`src/rtl/multiplier_pkg.sv`:
```
// multiplier_pkg: shared FSM state encoding and default operand width for the Booth multiplier.
package multiplier_pkg;

    localparam int SIZE_DEFAULT = 8;

    typedef enum logic [1:0] {
        IDLE,
        CALC,
        DONE
    } mult_state_t;

    // Width of an iteration counter that must reach n.
    function automatic int cnt_width(input int n);
        return $clog2(n + 1);
    endfunction

endpackage

```
`src/rtl/booth_datapath.sv`:
```
// booth_datapath: radix-2 Booth AC/Q/Q_1/M registers with add/subtract and arithmetic right shift.
module booth_datapath #(
    parameter int size = 8
) (
    input  logic                clk,
    input  logic                rst,
    input  logic                load,
    input  logic                step,
    input  logic [size-1:0]     a,
    input  logic [size-1:0]     b,
    output logic [2*size-1:0]   prod_next
);

    logic [size:0]   m_q, m_d, ac_q, ac_d, sum;
    logic [size-1:0] q_q, q_d;
    logic            q1_q, q1_d;

    always_comb begin
        sum = ({q_q[0], q1_q} == 2'b01) ? ac_q + m_q :
              ({q_q[0], q1_q} == 2'b10) ? ac_q - m_q : ac_q;
        m_d  = load ? {a[size-1], a} : m_q;
        ac_d = load ? '0 : step ? {sum[size], sum[size:1]} : ac_q;
        q_d  = load ? b : step ? {sum[0], q_q[size-1:1]} : q_q;
        q1_d = load ? 1'b0 : step ? q_q[0] : q1_q;
        // Low size bits of the shifted AC concatenated with the shifted Q.
        prod_next = {sum[size:1], sum[0], q_q[size-1:1]};
    end

    always_ff @(posedge clk) begin
        if (rst) begin
            m_q  <= '0;
            ac_q <= '0;
            q_q  <= '0;
            q1_q <= 1'b0;
        end else begin
            m_q  <= m_d;
            ac_q <= ac_d;
            q_q  <= q_d;
            q1_q <= q1_d;
        end
    end

endmodule

```
`src/rtl/shift_add_multiplier.sv`:
```
// shift_add_multiplier: sequential signed Booth multiplier, one iteration per clock,
// with a START/END_MULT handshake and a registered product.
module shift_add_multiplier
    import multiplier_pkg::*;
#(
    parameter int size = SIZE_DEFAULT
) (
    input  logic                CLK,
    input  logic                RESET,
    input  logic                START,
    input  logic [size-1:0]     A,
    input  logic [size-1:0]     B,
    output logic [2*size-1:0]   S,
    output logic                END_MULT
);

    localparam int CW = cnt_width(size);

    mult_state_t       state_q, state_d;
    logic [CW-1:0]     cnt_q, cnt_d;
    logic [2*size-1:0] s_q, s_d, prod_next;
    logic              end_mult_q, end_mult_d;
    logic              load, step;

    booth_datapath #(.size(size)) u_dp (
        .clk       (CLK),
        .rst       (RESET),
        .load      (load),
        .step      (step),
        .a         (A),
        .b         (B),
        .prod_next (prod_next)
    );

    always_comb begin
        state_d    = state_q;
        cnt_d      = cnt_q;
        s_d        = s_q;
        end_mult_d = end_mult_q;
        load       = 1'b0;
        step       = 1'b0;
        case (state_q)
            IDLE: begin
                end_mult_d = 1'b0;
                if (START) begin
                    load    = 1'b1;
                    cnt_d   = '0;
                    state_d = CALC;
                end
            end
            CALC: begin
                step  = 1'b1;
                cnt_d = cnt_q + 1'b1;
                if (cnt_q == CW'(size - 1)) begin
                    s_d        = prod_next;
                    end_mult_d = 1'b1;
                    state_d    = DONE;
                end
            end
            DONE: begin
                end_mult_d = START;
                state_d    = START ? DONE : IDLE;
            end
            default: begin
                end_mult_d = 1'b0;
                state_d    = IDLE;
            end
        endcase
    end

    always_ff @(posedge CLK) begin
        if (RESET) begin
            state_q    <= IDLE;
            cnt_q      <= '0;
            s_q        <= '0;
            end_mult_q <= 1'b0;
        end else begin
            state_q    <= state_d;
            cnt_q      <= cnt_d;
            s_q        <= s_d;
            end_mult_q <= end_mult_d;
        end
    end

    assign S        = s_q;
    assign END_MULT = end_mult_q;

endmodule

```
`config.mk`:
```
export PLATFORM = sky130hd
export DESIGN_NAME = shift_add_multiplier
export DESIGN_NICKNAME = d
export VERILOG_FILES = /design/src/rtl/multiplier_pkg.sv /design/src/rtl/booth_datapath.sv /design/src/rtl/shift_add_multiplier.sv
export SDC_FILE = /design/constraint.sdc
export NUM_CORES = 1
export LEC_CHECK = 0
export CAP_MARGIN = 20
export CORE_MARGIN = 4
export CORE_UTILIZATION = 50
export CTS_BUF_LIST = sky130_fd_sc_hd__clkbuf_8
export DETAILED_ROUTE_END_ITERATION = 8
export PLACE_DENSITY = 0.73
export SYNTH_ARGS = -nofsm -noshare
export SYNTH_HDL_FRONTEND = slang
export SYNTH_SLANG_ARGS = --single-unit
```
`constraint.sdc`:
```
create_clock -name CLK -period 3.9 [get_ports CLK]
set_clock_uncertainty 0.15 [all_clocks]
set_input_delay 0.975 -clock CLK [delete_from_list [all_inputs] [get_ports CLK]]
set_output_delay 0.975 -clock CLK [all_outputs]
set_load 0.1 [all_outputs]
```
Word level (Yosys, flattened, before mapping)
Cells that the tools add are included.

Add/subtract/negate cells: 3. Equal/unequal tests: 7. Muxes and demuxes: 15. Reductions and logical operators: 7.

Operators by type and width (number): $mux W9 (2); $mux W8 (2); $add A8 B8 Y9 (1); $sub A8 B8 Y9 (1); $pmux W4 S2 (1); $mux W2 (3); $pmux W2 S3 (1); $reduce_and A2 Y1 (3); $add A4 B1 Y4 const B (1); $eq A2 B1 Y1 const B (2); $eq A2 B2 Y1 const B (2); $eq A4 B3 Y1 const B (1); $mux W1 (4); $mux W4 (1); $ne A2 B2 Y1 const B (2); $reduce_bool A2 Y1 (2); $logic_not A2 Y1 (1); $pmux W1 S2 (1); $reduce_or A2 Y1 (1).

Register bits: 48. Input bits: 19. Output and inout port bits: 17. Logic and storage cells: 40.

Depth between registers and ports, before layout
Gate-level depths: netlist of run 1.

Depth in word-level cells: 5. Mapped depth: 10. Mapped depth without buffers: 10.

By module
From an unflattened synthesis of run 1, not the netlist that was laid out.

Cell total of the unflattened synthesis: 377. Area total of the unflattened synthesis: 3059.2 sq um.

By module, submodules not included: booth_datapath (times used 1, cells each 254, area an instance 2053.2 sq um, sequential area each 500.5 sq um); shift_add_multiplier (times used 1, cells each 123, area an instance 1006.0 sq um, sequential area each 460.4 sq um).

Worst setup path before layout of run 1
No wires, ideal clock.

Path kind: register to register. From: register u_dp.ac_q[0]. To: register u_dp.ac_q[5]. Library setup time: 0.116 ns. Arrival: 2.089 ns. Data required time: 3.634 ns. Path slack: 1.546 ns. Cell stages (with the launch flop): 9. Path buffers: 0. Clock period less this slack: 2.354 ns. Cells stage by stage: dfxtp_1 > ha_1 > fa_1 > nor2b_2 > or3_1 > a221o_1 > xor2_1 > nand2_1 > a31o_1.

Word-level cells in the longest chain between the ends: 3. Elaborated cells on any way between the ends: 4. Those cells by class: add/sub (2); mux (2).

RTL lines: start: declaration (RTL line booth_datapath.sv:14) `logic [size:0] m_q, m_d, ac_q, ac_d, sum;`; start signal: assignment (RTL line booth_datapath.sv:32) `ac_q <= '0;`; start signal: assignment (RTL line booth_datapath.sv:37) `ac_q <= ac_d;`; $sub A8 B8 Y9 (RTL line booth_datapath.sv:20) `({q_q[0], q1_q} == 2'b10) ? ac_q - m_q : ac_q;`; $mux W9 (RTL line booth_datapath.sv:20); $mux W9 (*) (RTL line booth_datapath.sv:19) `sum = ({q_q[0], q1_q} == 2'b01) ? ac_q + m_q :`.

Every way passes the cells marked *; elsewhere a longest branch is shown, timed or not. A chain may end at the register's enable or synchronous reset.

Worst setup path in the final report of run 1
From: register s_q[11], in the netlist S[11]. To: output S[11].

RTL lines: start: declaration (RTL line shift_add_multiplier.sv:21) `logic [2*size-1:0] s_q, s_d, prod_next;`; start signal: assignment (RTL line shift_add_multiplier.sv:75) `s_q <= '0;`; start signal: assignment (RTL line shift_add_multiplier.sv:80) `s_q <= s_d;`; end: declaration (RTL line shift_add_multiplier.sv:13) `output logic [2*size-1:0] S,`.

No word-level cell between the ends.

==> results.ini, run 1 <==
[run_status]
status=finished, final reports clean

[critical_path]
path_class=flop to output pin
start_kind=flop
cp_slowest_cell=clkdlybuf4s50_1
startpoint=S[11]$_SDFFE_PP0P_
path_buf_inv=1
cp_cell_sequence=clkdlybuf4s50_1
r2r-start=u_dp.ac_q[0]$_SDFFE_PP0P_
rr_endpoint=S[11]$_SDFFE_PP0P_
arrival_ns=1.80
cp.required_ns=2.77
critical-path-top-delay-family=buffers and inverters
end_kind=output pin
reg2regPathDepth=8
cp_slowest_stage_delay_ns=1.14
crit_fanout=2
r2r_slack_ns=1.19

[clock_tree]
clockRootBuffer=clkbuf_8
post_cts_buffers=0
ctsHoldBuffers=0
numClockSinks=48
path_clk_slew_ns=0.08
h-tree-depth=2
clk-insertion-delay-late_ns=0.29
numCtsBuffers=5
cts_resized=0
cts_tree=built
ctsLongestPathBuffers=2

[logic_synthesis]
ys.flop_type=dfxtp_1
ys_seq_elements=48
synth_edf_count=0
yosysUniqueCellTypes=49
syn-cell-area_um2=2790
synth_nets=392
synth-warning-count=0
avgSynthCellArea_um2=7.949
synth-seq-area-share=0.3444
ys_async_sr_fraction=0
synthCells=351

[global_routing]
grt_pass1_wl_mm=11.11
grt_util_all_layers=0.2087
grt_pass1_vias=2376
antenna_found_initial=0
grt_start_max_net_pins=32
grt-ovfl-total=0

[timing]
grt_setup_unrepaired=false
relSlewSlack=0.3475
holdWs_ns=0.3076
tns_ns=0
hold_violations=0
max_freq_mhz=341.9
setup_viol=0
setup_slack_ns=0.9754
fin_crit_sh=0.7499
period_minus_slack_ns=2.925
maxSlewViolCount=0
worst_pin_slew_ns=0.9757

[floorplan]
rows=26
die_area_um2=6839
coreArea_um2=5270
initial_core_util=0.5294
die_width_um=82.70
dieHeight_um=82.70
io-pin-count=36

[power]
leakage_nw=1.247
peakVddDrop_mv=0.2137
powerDensity_nw_per_um2=393.0
finalPower_mw=1.300

[placed_design]
routabilityCongestion=0.8812
port_buffers=35
hpwlAfterDp_mm=4.882
place_inst=442
placed_area_um2=3181
dp_slack_ns=1.165

[cells_and_area]
fin_area_um2=3307
drive_above_1_share=0.05526
final_util=0.6275
diodes=0
final_cells=450
area_delta_synth_final_pct=18.52
fillerInstances=486
final_nets=420

[route]
drt_iter0_markers=152
ant_nets=0
firstDrtPassIters=4
post_drt_wl_per_cell_um=14.55
viasPerCell=5.602
wirelength_mm=6.546
num_vias=2521
post-route-drc-count=0

[hold_path]
holdPathEnd=S[4]$_SDFFE_PP0P_
min_from=S[4]$_SDFFE_PP0P_
hold_class=flop to flop
holdPathStages=2

[flow_run]
cap_violations=0

## state kept, by name (all words and copies together), names as in the netlist
signal / count
u_dp.q1_q: 1
S: 16
u_dp.m_q: 8
state_q: 2
cnt_q: 4
u_dp.ac_q: 8
END_MULT: 1
u_dp.q_q: 8
## how the worst max path moves through the flow
stage	endpoint	slack, ns	cells past startpoint
2_1_floorplan	u_dp.ac_q[5]$_SDFFE_PP0P_	1.55	8
3_3_place_gp	u_dp.ac_q[5]$_SDFFE_PP0P_	1.23	5
3_5_place_dp	u_dp.ac_q[5]$_SDFFE_PP0P_	1.17	5
4_1_cts	S[11]	0.97	1
5_1_grt	S[9]	0.93	1
6_report	S[11]	0.98	1
## cells by family after synthesis
logic type | count (synthesis) | share of synthesized area
adders and majority gates | 22 | 0.1040
xor gates and xnor gates | 6 | 0.01883
AOI/OAI and AO/OA | 90 | 0.2121
muxes | 13 | 0.04664
DFF | 48 | 0.3444
buffers and inverters | 38 | 0.05605
and+or+nand+nor | 134 | 0.2179
## cells in the mapped netlist (2+ instances only)
master    number  area (um^2)
or3_1          2        12.51
nor3b_1        3        22.52
mux2i_1       13        130.1
a21oi_1       35        175.2
buf_2          5        25.02
nand2_1       51        191.4
nor3_1        10        50.05
and3_1         2        12.51
fa_1           2        40.04
inv_1         16        60.06
buf_1          2        7.510
a21o_1         2        15.01
a211oi_1      14        105.1
a32oi_1        2        17.52
and2_1         2        12.51
dfxtp_1       48        960.9
a221oi_1       3        26.28
ha_1          20        250.2
a22oi_1        2        15.01
o21ai_0        5        25.02
a311oi_1       3        26.28
xor2_1         4        35.03
nand2b_1      10        62.56
a211oi_2       2        25.02
nand3_1        2        10.01
xnor2_1        2        17.52
nor2_1        42        157.7
o21ai_1        6        30.03
a31o_1         2        17.52
nand4_1        3        18.77
clkbuf_1      11        41.29
inv_2          3        11.26
nor2b_1        2        12.51
a31oi_1        5        31.28
## power breakdown
group	leakage, nW	internal [mW]	switching (mW)
Combinational	0.792	0.145	0.214
Sequential	0.391	0.522	0.0330
Clock	0.0645	0.226	0.159
Total	1.25	0.894	0.406
## layer usage
metal / track usage / wire (um) / share of wire
met2: 0.3421 / 3030 / 0.46
met1: 0.2865 / 3153 / 0.48
met3: 0.03579 / 299 / 0.046
met4: 0.04739 / 62 / 0.0095
met5: 0 / 0 / 0
## cell usage in the layout, fill, tap and decap left out, types with 3 or more instances in the layout
cell type        Yosys  routed
nor2_1              42      42
buf_4                0       5
o21ai_0              5       5
nor3_1              10      10
a311oi_1             3       3
ha_1                20      20
dfxtp_1             48      48
xor2_1               4       4
clkbuf_8             0       7
nand4_1              3       3
a31oi_1              5       5
a221oi_1             3       3
mux2i_1             13      13
nand2b_1            10      10
nor3b_1              3       3
a21oi_1             35      35
nand2_1             51      51
o21ai_1              6       6
a211oi_1            14      14
inv_1               16      16
inv_2                3       3
clkdlybuf4s50_1      0      35
## cell type report
type / count / area, um^2 / area share
clock inverters: 1 / 30.03 / 0.009081
repair buffers: 40 / 387.9 / 0.1173
flip-flops and latches: 48 / 960.9 / 0.2906
well taps: 70 / 87.58 / 0.02649
multi-input cells: 265 / 1673 / 0.5059
clock buffers: 7 / 96.34 / 0.02913
inverters: 19 / 71.32 / 0.02157
(Power assumes the default switching activity.)
==> run 2: changes to the inputs <==
clock period = 2.9 ns   (was 3.9 ns; I/O delays follow)
==> run 2 against run 1 <==
Combinational power is 38% higher. Final area decreased by 1.1%. Sequential cell count is the same. Sequential power rose by 34%. Routed wire length fell by 1.3%. Count of clock-buffer cells in the layout is 2 lower. Cell count up 0.67%. Global-route usage down 0.68 points. Register-to-register slack worse by 0.85 ns. Total power increased by 32%. Via count fell by 0.79%. Critical path type is now flop to flop.
==> results.ini, run 2 (synthesized netlist as in run 1, its figures left out) <==
[run_status]
status=finished, final reports clean

[critical_path]
critical-path-top-delay-family=compound AO/OA/AOI/OAI gates
cp_slowest_stage_delay_ns=0.42
end_kind=flop
cp.required_ns=2.97
start_kind=flop
crit_top_cell=a211oi_2
reg2regPathDepth=8
cp_slowest_cell=fa_1
r2r-start=u_dp.ac_q[0]$_SDFFE_PP0P_
cp_cell_sequence=ha_1 > fa_1 > nor2b_2 > or3_1 > a221o_1 > a211oi_2 > nor2_1 > a211oi_2
path_class=flop to flop
rr_endpoint=S[15]$_SDFFE_PP0P_
path_buf_inv=0
r2r_slack_ns=0.34
crit_fanout=4
arrival_ns=2.63

[flow_run]
cap_violations=0

[route]
firstDrtPassIters=4
num_vias=2501
viasPerCell=5.521
ant_nets=0
post-route-drc-count=0
wirelength_mm=6.460
drt_iter0_markers=135
post_drt_wl_per_cell_um=14.26

[timing]
max_freq_mhz=391.0
fin_crit_sh=0.8819
period_minus_slack_ns=2.557
worst_pin_slew_ns=0.6116
relSlewSlack=0.5911
holdWs_ns=0.3087
maxSlewViolCount=0
setup_slack_ns=0.3426
tns_ns=0
setup_viol=0
grt_setup_unrepaired=false
hold_violations=0

[floorplan]
die_area_um2=6839
io-pin-count=36
initial_core_util=0.5294
coreArea_um2=5270
die_width_um=82.70
dieHeight_um=82.70
rows=26

[placed_design]
placed_area_um2=3161
hpwlAfterDp_mm=4.812
port_buffers=35
place_inst=445
dp_slack_ns=0.3865
routabilityCongestion=0.8883

[cells_and_area]
final_cell_mix=51 x nand2_1, 48 x dfxtp_1, 42 x nor2_1
final_cells=453
seq_area_um2=960.9
largest_reg_flops=16
fin_area_um2=3272
final_common_cell=nand2_1
fillerInstances=498
drive_above_1_share=0.1070
diodes=0
multi_input_area_um2=1673
final_nets=423
area_delta_synth_final_pct=17.26

[power]
leakage_nw=1.288
peakVddDrop_mv=0.3037
powerDensity_nw_per_um2=525.4

[global_routing]
grt_pass1_vias=2296
grt_start_max_net_pins=38
grt_util_all_layers=0.2019
antenna_found_initial=0
grt-ovfl-total=0
grt_pass1_wl_mm=10.61

[clock_tree]
numClockSinks=48
cts_resized=0
numCtsBuffers=5
ctsLongestPathBuffers=2
clk-insertion-delay-late_ns=0.30
ctsHoldBuffers=0
post_cts_buffers=0
path_clk_slew_ns=0.09
clockRootBuffer=clkbuf_8
h-tree-depth=2
cts_tree=built

[hold_path]
min_from=S[2]$_SDFFE_PP0P_
holdPathStages=2
holdPathEnd=S[2]$_SDFFE_PP0P_
hold_class=flop to flop

run 2: tightest hold or removal path, delay by kind of cell, from the launching register on:
family / cells / cell delay, ns
compound gates: 1 / 0.05
simple gates: 1 / 0.05
flops: 1 / 0.32
run 2: metal layers:
metal	track usage	vias up	wire length (um)
met2	0.3381	60	3034
met1	0.2692	1145	3063
li1	-	1288	-
met4	0.04902	0	65
met3	0.03579	8	295
met5	0	-	0
run 2: power breakdown:
part | switching [mW] | total [mW] | internal [mW]
sequential | 0.0424 | 0.745 | 0.702
clock | 0.224 | 0.479 | 0.255
combinational | 0.292 | 0.495 | 0.203
total | 0.558 | 1.72 | 1.16
run 2: per-stage QoR:
| step | util | total power, mW |
|---|---|---|
| floorplan | - | 1.124 |
| global placement | 0.5997 | 1.242 |
| detailed placement | 0.5997 | 1.253 |
| CTS | 0.6208 | 1.734 |
| global route | 0.6208 | 1.829 |
| finish | 0.6208 | 1.719 |
run 2: worst max path at each step:
stage                               from                         to  cells past startpoint
6_report       u_dp.ac_q[0]$_SDFFE_PP0P_         S[15]$_SDFFE_PP0P_                      8
5_1_grt        u_dp.ac_q[0]$_SDFFE_PP0P_  u_dp.ac_q[3]$_SDFFE_PP0P_                      8
4_1_cts        u_dp.ac_q[0]$_SDFFE_PP0P_         S[15]$_SDFFE_PP0P_                      8
3_5_place_dp   u_dp.ac_q[0]$_SDFFE_PP0P_         S[15]$_SDFFE_PP0P_                      8
3_3_place_gp   u_dp.ac_q[0]$_SDFFE_PP0P_         S[13]$_SDFFE_PP0P_                      8
2_1_floorplan  u_dp.ac_q[0]$_SDFFE_PP0P_  u_dp.ac_q[5]$_SDFFE_PP0P_                      8
run 2: layout make-up:
cell class,count,share of cell area
Sequential cell,48,0.2937
Inverter,19,0.02180
Timing Repair Buffer,43,0.1124
Multi-Input combinational cell,265,0.5113
Clock buffer,5,0.02103
Tap cell,70,0.02677
Clock inverter,3,0.01300
==> run 3: changes to the inputs <==
SYNTH_HIERARCHICAL = 1   (was unset)
==> run 3 against run 2 <==
Count of clock-buffer cells in the layout unchanged. Die area up 8.7%. Global-route usage down 0.23 points. Maximum frequency up 2.6%. Via count up 5.7%. Critical endpoint is now S[13]$_SDFFE_PP0P_. Largest power group unchanged.
==> results.ini, run 3 <==
[run_status]
status=finished, final reports clean

[flow_run]
cap_violations=0

[timing]
fin_crit_sh=0.8597
tns_ns=0
worst_pin_slew_ns=0.6897
setup_viol=0
relSlewSlack=0.5392
hold_violations=0
maxSlewViolCount=0
period_minus_slack_ns=2.493
grt_setup_unrepaired=false
max_freq_mhz=401.1

[hold_path]
holdPathEnd=S[10]$_SDFFE_PP0P_
holdPathStages=2
min_from=S[10]$_SDFFE_PP0P_
hold_class=flop to flop

[critical_path]
path_class=flop to flop
reg2regPathDepth=10
r2r_slack_ns=0.41
crit_fanout=3
start_kind=flop
r2r-start=u_dp/m_q[0]$_SDFFE_PP0P_
arrival_ns=2.53
rr_endpoint=S[13]$_SDFFE_PP0P_
end_kind=flop
startpoint=u_dp/m_q[0]$_SDFFE_PP0P_
cp.required_ns=2.93

[floorplan]
coreArea_um2=5921
initial_core_util=0.5167
io-pin-count=36
rows=28
dieHeight_um=86.22
die_area_um2=7434
die_width_um=86.22

[clock_tree]
ctsLongestPathBuffers=2
clk-insertion-delay-late_ns=0.30
numClockSinks=48
ctsHoldBuffers=0
cts_resized=0
numCtsBuffers=5
post_cts_buffers=0
cts_tree=built
path_clk_slew_ns=0.09
clockRootBuffer=clkbuf_8
h-tree-depth=2

[cells_and_area]
final_common_cell=dfxtp_1
drive_above_1_share=0.1209
largest_reg_flops=16
fillerInstances=565
final_cell_mix=48 x dfxtp_1, 44 x nand2_1, 44 x nor2_1
area_delta_synth_final_pct=11.74
final_nets=437
final_util=0.5773
diodes=0

[global_routing]
grt_start_max_net_pins=36
grt_pass1_vias=2441
grt_util_all_layers=0.1996
grt_pass1_wl_mm=11.92
antenna_found_initial=0
grt-ovfl-total=0

[route]
viasPerCell=5.600
ant_nets=0
drt_iter0_markers=252
wirelength_mm=7.184
post_drt_wl_per_cell_um=15.22
num_vias=2643
post-route-drc-count=0
firstDrtPassIters=4

[logic_synthesis]
synth_edf_count=0
ys_async_sr_fraction=0
synth-warning-count=6
avgSynthCellArea_um2=8.115
yosysTopAreaCell=dfxtp_1
synth_top_area_frac=0.3141
synth_most_common_cell=dfxtp_1
yosysUniqueCellTypes=60
ys.flop_type=dfxtp_1
yosys-top-cells-count=48 x dfxtp_1, 44 x nand2_1, 44 x nor2_1
synth_area_leaders=dfxtp_1 31%, ha_1 8.2%, mux2i_1 7.2%
synth_nets=418
syn-cell-area_um2=3059
ys_seq_elements=48
synthCells=377
synth-seq-area-share=0.3141

[power]
peakVddDrop_mv=0.3514
finalPower_mw=2.020
powerDensity_nw_per_um2=591.0
leakage_nw=1.401

[placed_design]
routabilityCongestion=0.9240
hpwlAfterDp_mm=5.332
port_buffers=35

## run 3: cell families (layout without fill, tap and decap cells)
logic type | Yosys count | after routing | share of synthesized area
multiplexers | 24 | 24 | 0.07934
adder cells (fa/ha/maj) | 22 | 22 | 0.09489
AO/OA/AOI/OAI | 97 | 97 | 0.2000
AND/OR/NAND/NOR | 130 | 130 | 0.1996
buffers and inverters | 49 | 69 | 0.09202
flip-flops | 48 | 48 | 0.3141
XOR/XNOR | 7 | 7 | 0.02004
## run 3: final cells by class
type,count,area [um^2],share of cell area
clock buffer,5,68.82,0.02013
clock inverter,3,46.29,0.01354
inverter,19,71.32,0.02086
multi-input combinational,280,1817,0.5315
sequential,48,960.9,0.2811
tap,75,93.84,0.02745
timing repair buffer,42,360.3,0.1054
## run 3: critical path, cell delays in order (launching register included)
cell and delay (ns):
dfxtp_1 0.34, ha_1 0.23, fa_1 0.46, nand2b_4 0.11, a21oi_1 0.06, nor2_1 0.23
o41ai_1 0.13, a211oi_1 0.42, nand2_1 0.11, nand2_1 0.07, a21oi_1 0.07
## run 3: report_power, final
group / leakage (nW) / internal (mW) / switching, mW
Clock: 0.0548 / 0.260 / 0.245
Sequential: 0.390 / 0.715 / 0.0636
Combinational: 0.957 / 0.310 / 0.426
Total: 1.40 / 1.29 / 0.735
## run 3: worst max path at each step
| stage | slack, ns | endpoint | depth (start not counted) |
|---|---|---|---|
| CTS | 0.42 | S[13]$_SDFFE_PP0P_ | 10 |
| finish | 0.41 | S[13]$_SDFFE_PP0P_ | 10 |
| floorplan | 0.77 | S[15]$_SDFFE_PP0P_ | 10 |
| global placement | 0.45 | S[13]$_SDFFE_PP0P_ | 10 |
| detailed placement | 0.44 | S[13]$_SDFFE_PP0P_ | 10 |
| global route | 0.25 | S[13]$_SDFFE_PP0P_ | 10 |
## run 3: per-layer routing
metal,routed length (um),vias up,part of all wire,global-route usage
met5,0,-,0,0
met3,399,8,0.056,0.03802
met2,3337,66,0.46,0.3181
met1,3362,1237,0.47,0.2798
met4,84,0,0.012,0.04816
li1,-,1332,-,-
## run 3: metrics by stage
step	hold slack [ns]	setup WS [ns]	instance area [um^2]	std cells
6_report	0.3121	0.4068	3418	472
5_1_grt	0.3454	0.2550	3418	472
4_1_cts	0.3156	0.4177	3418	472
3_5_place_dp	0.3007	0.4381	3303	464
3_3_place_gp	0.2960	0.4522	3303	464
2_1_floorplan	0.3398	0.7672	3059	377
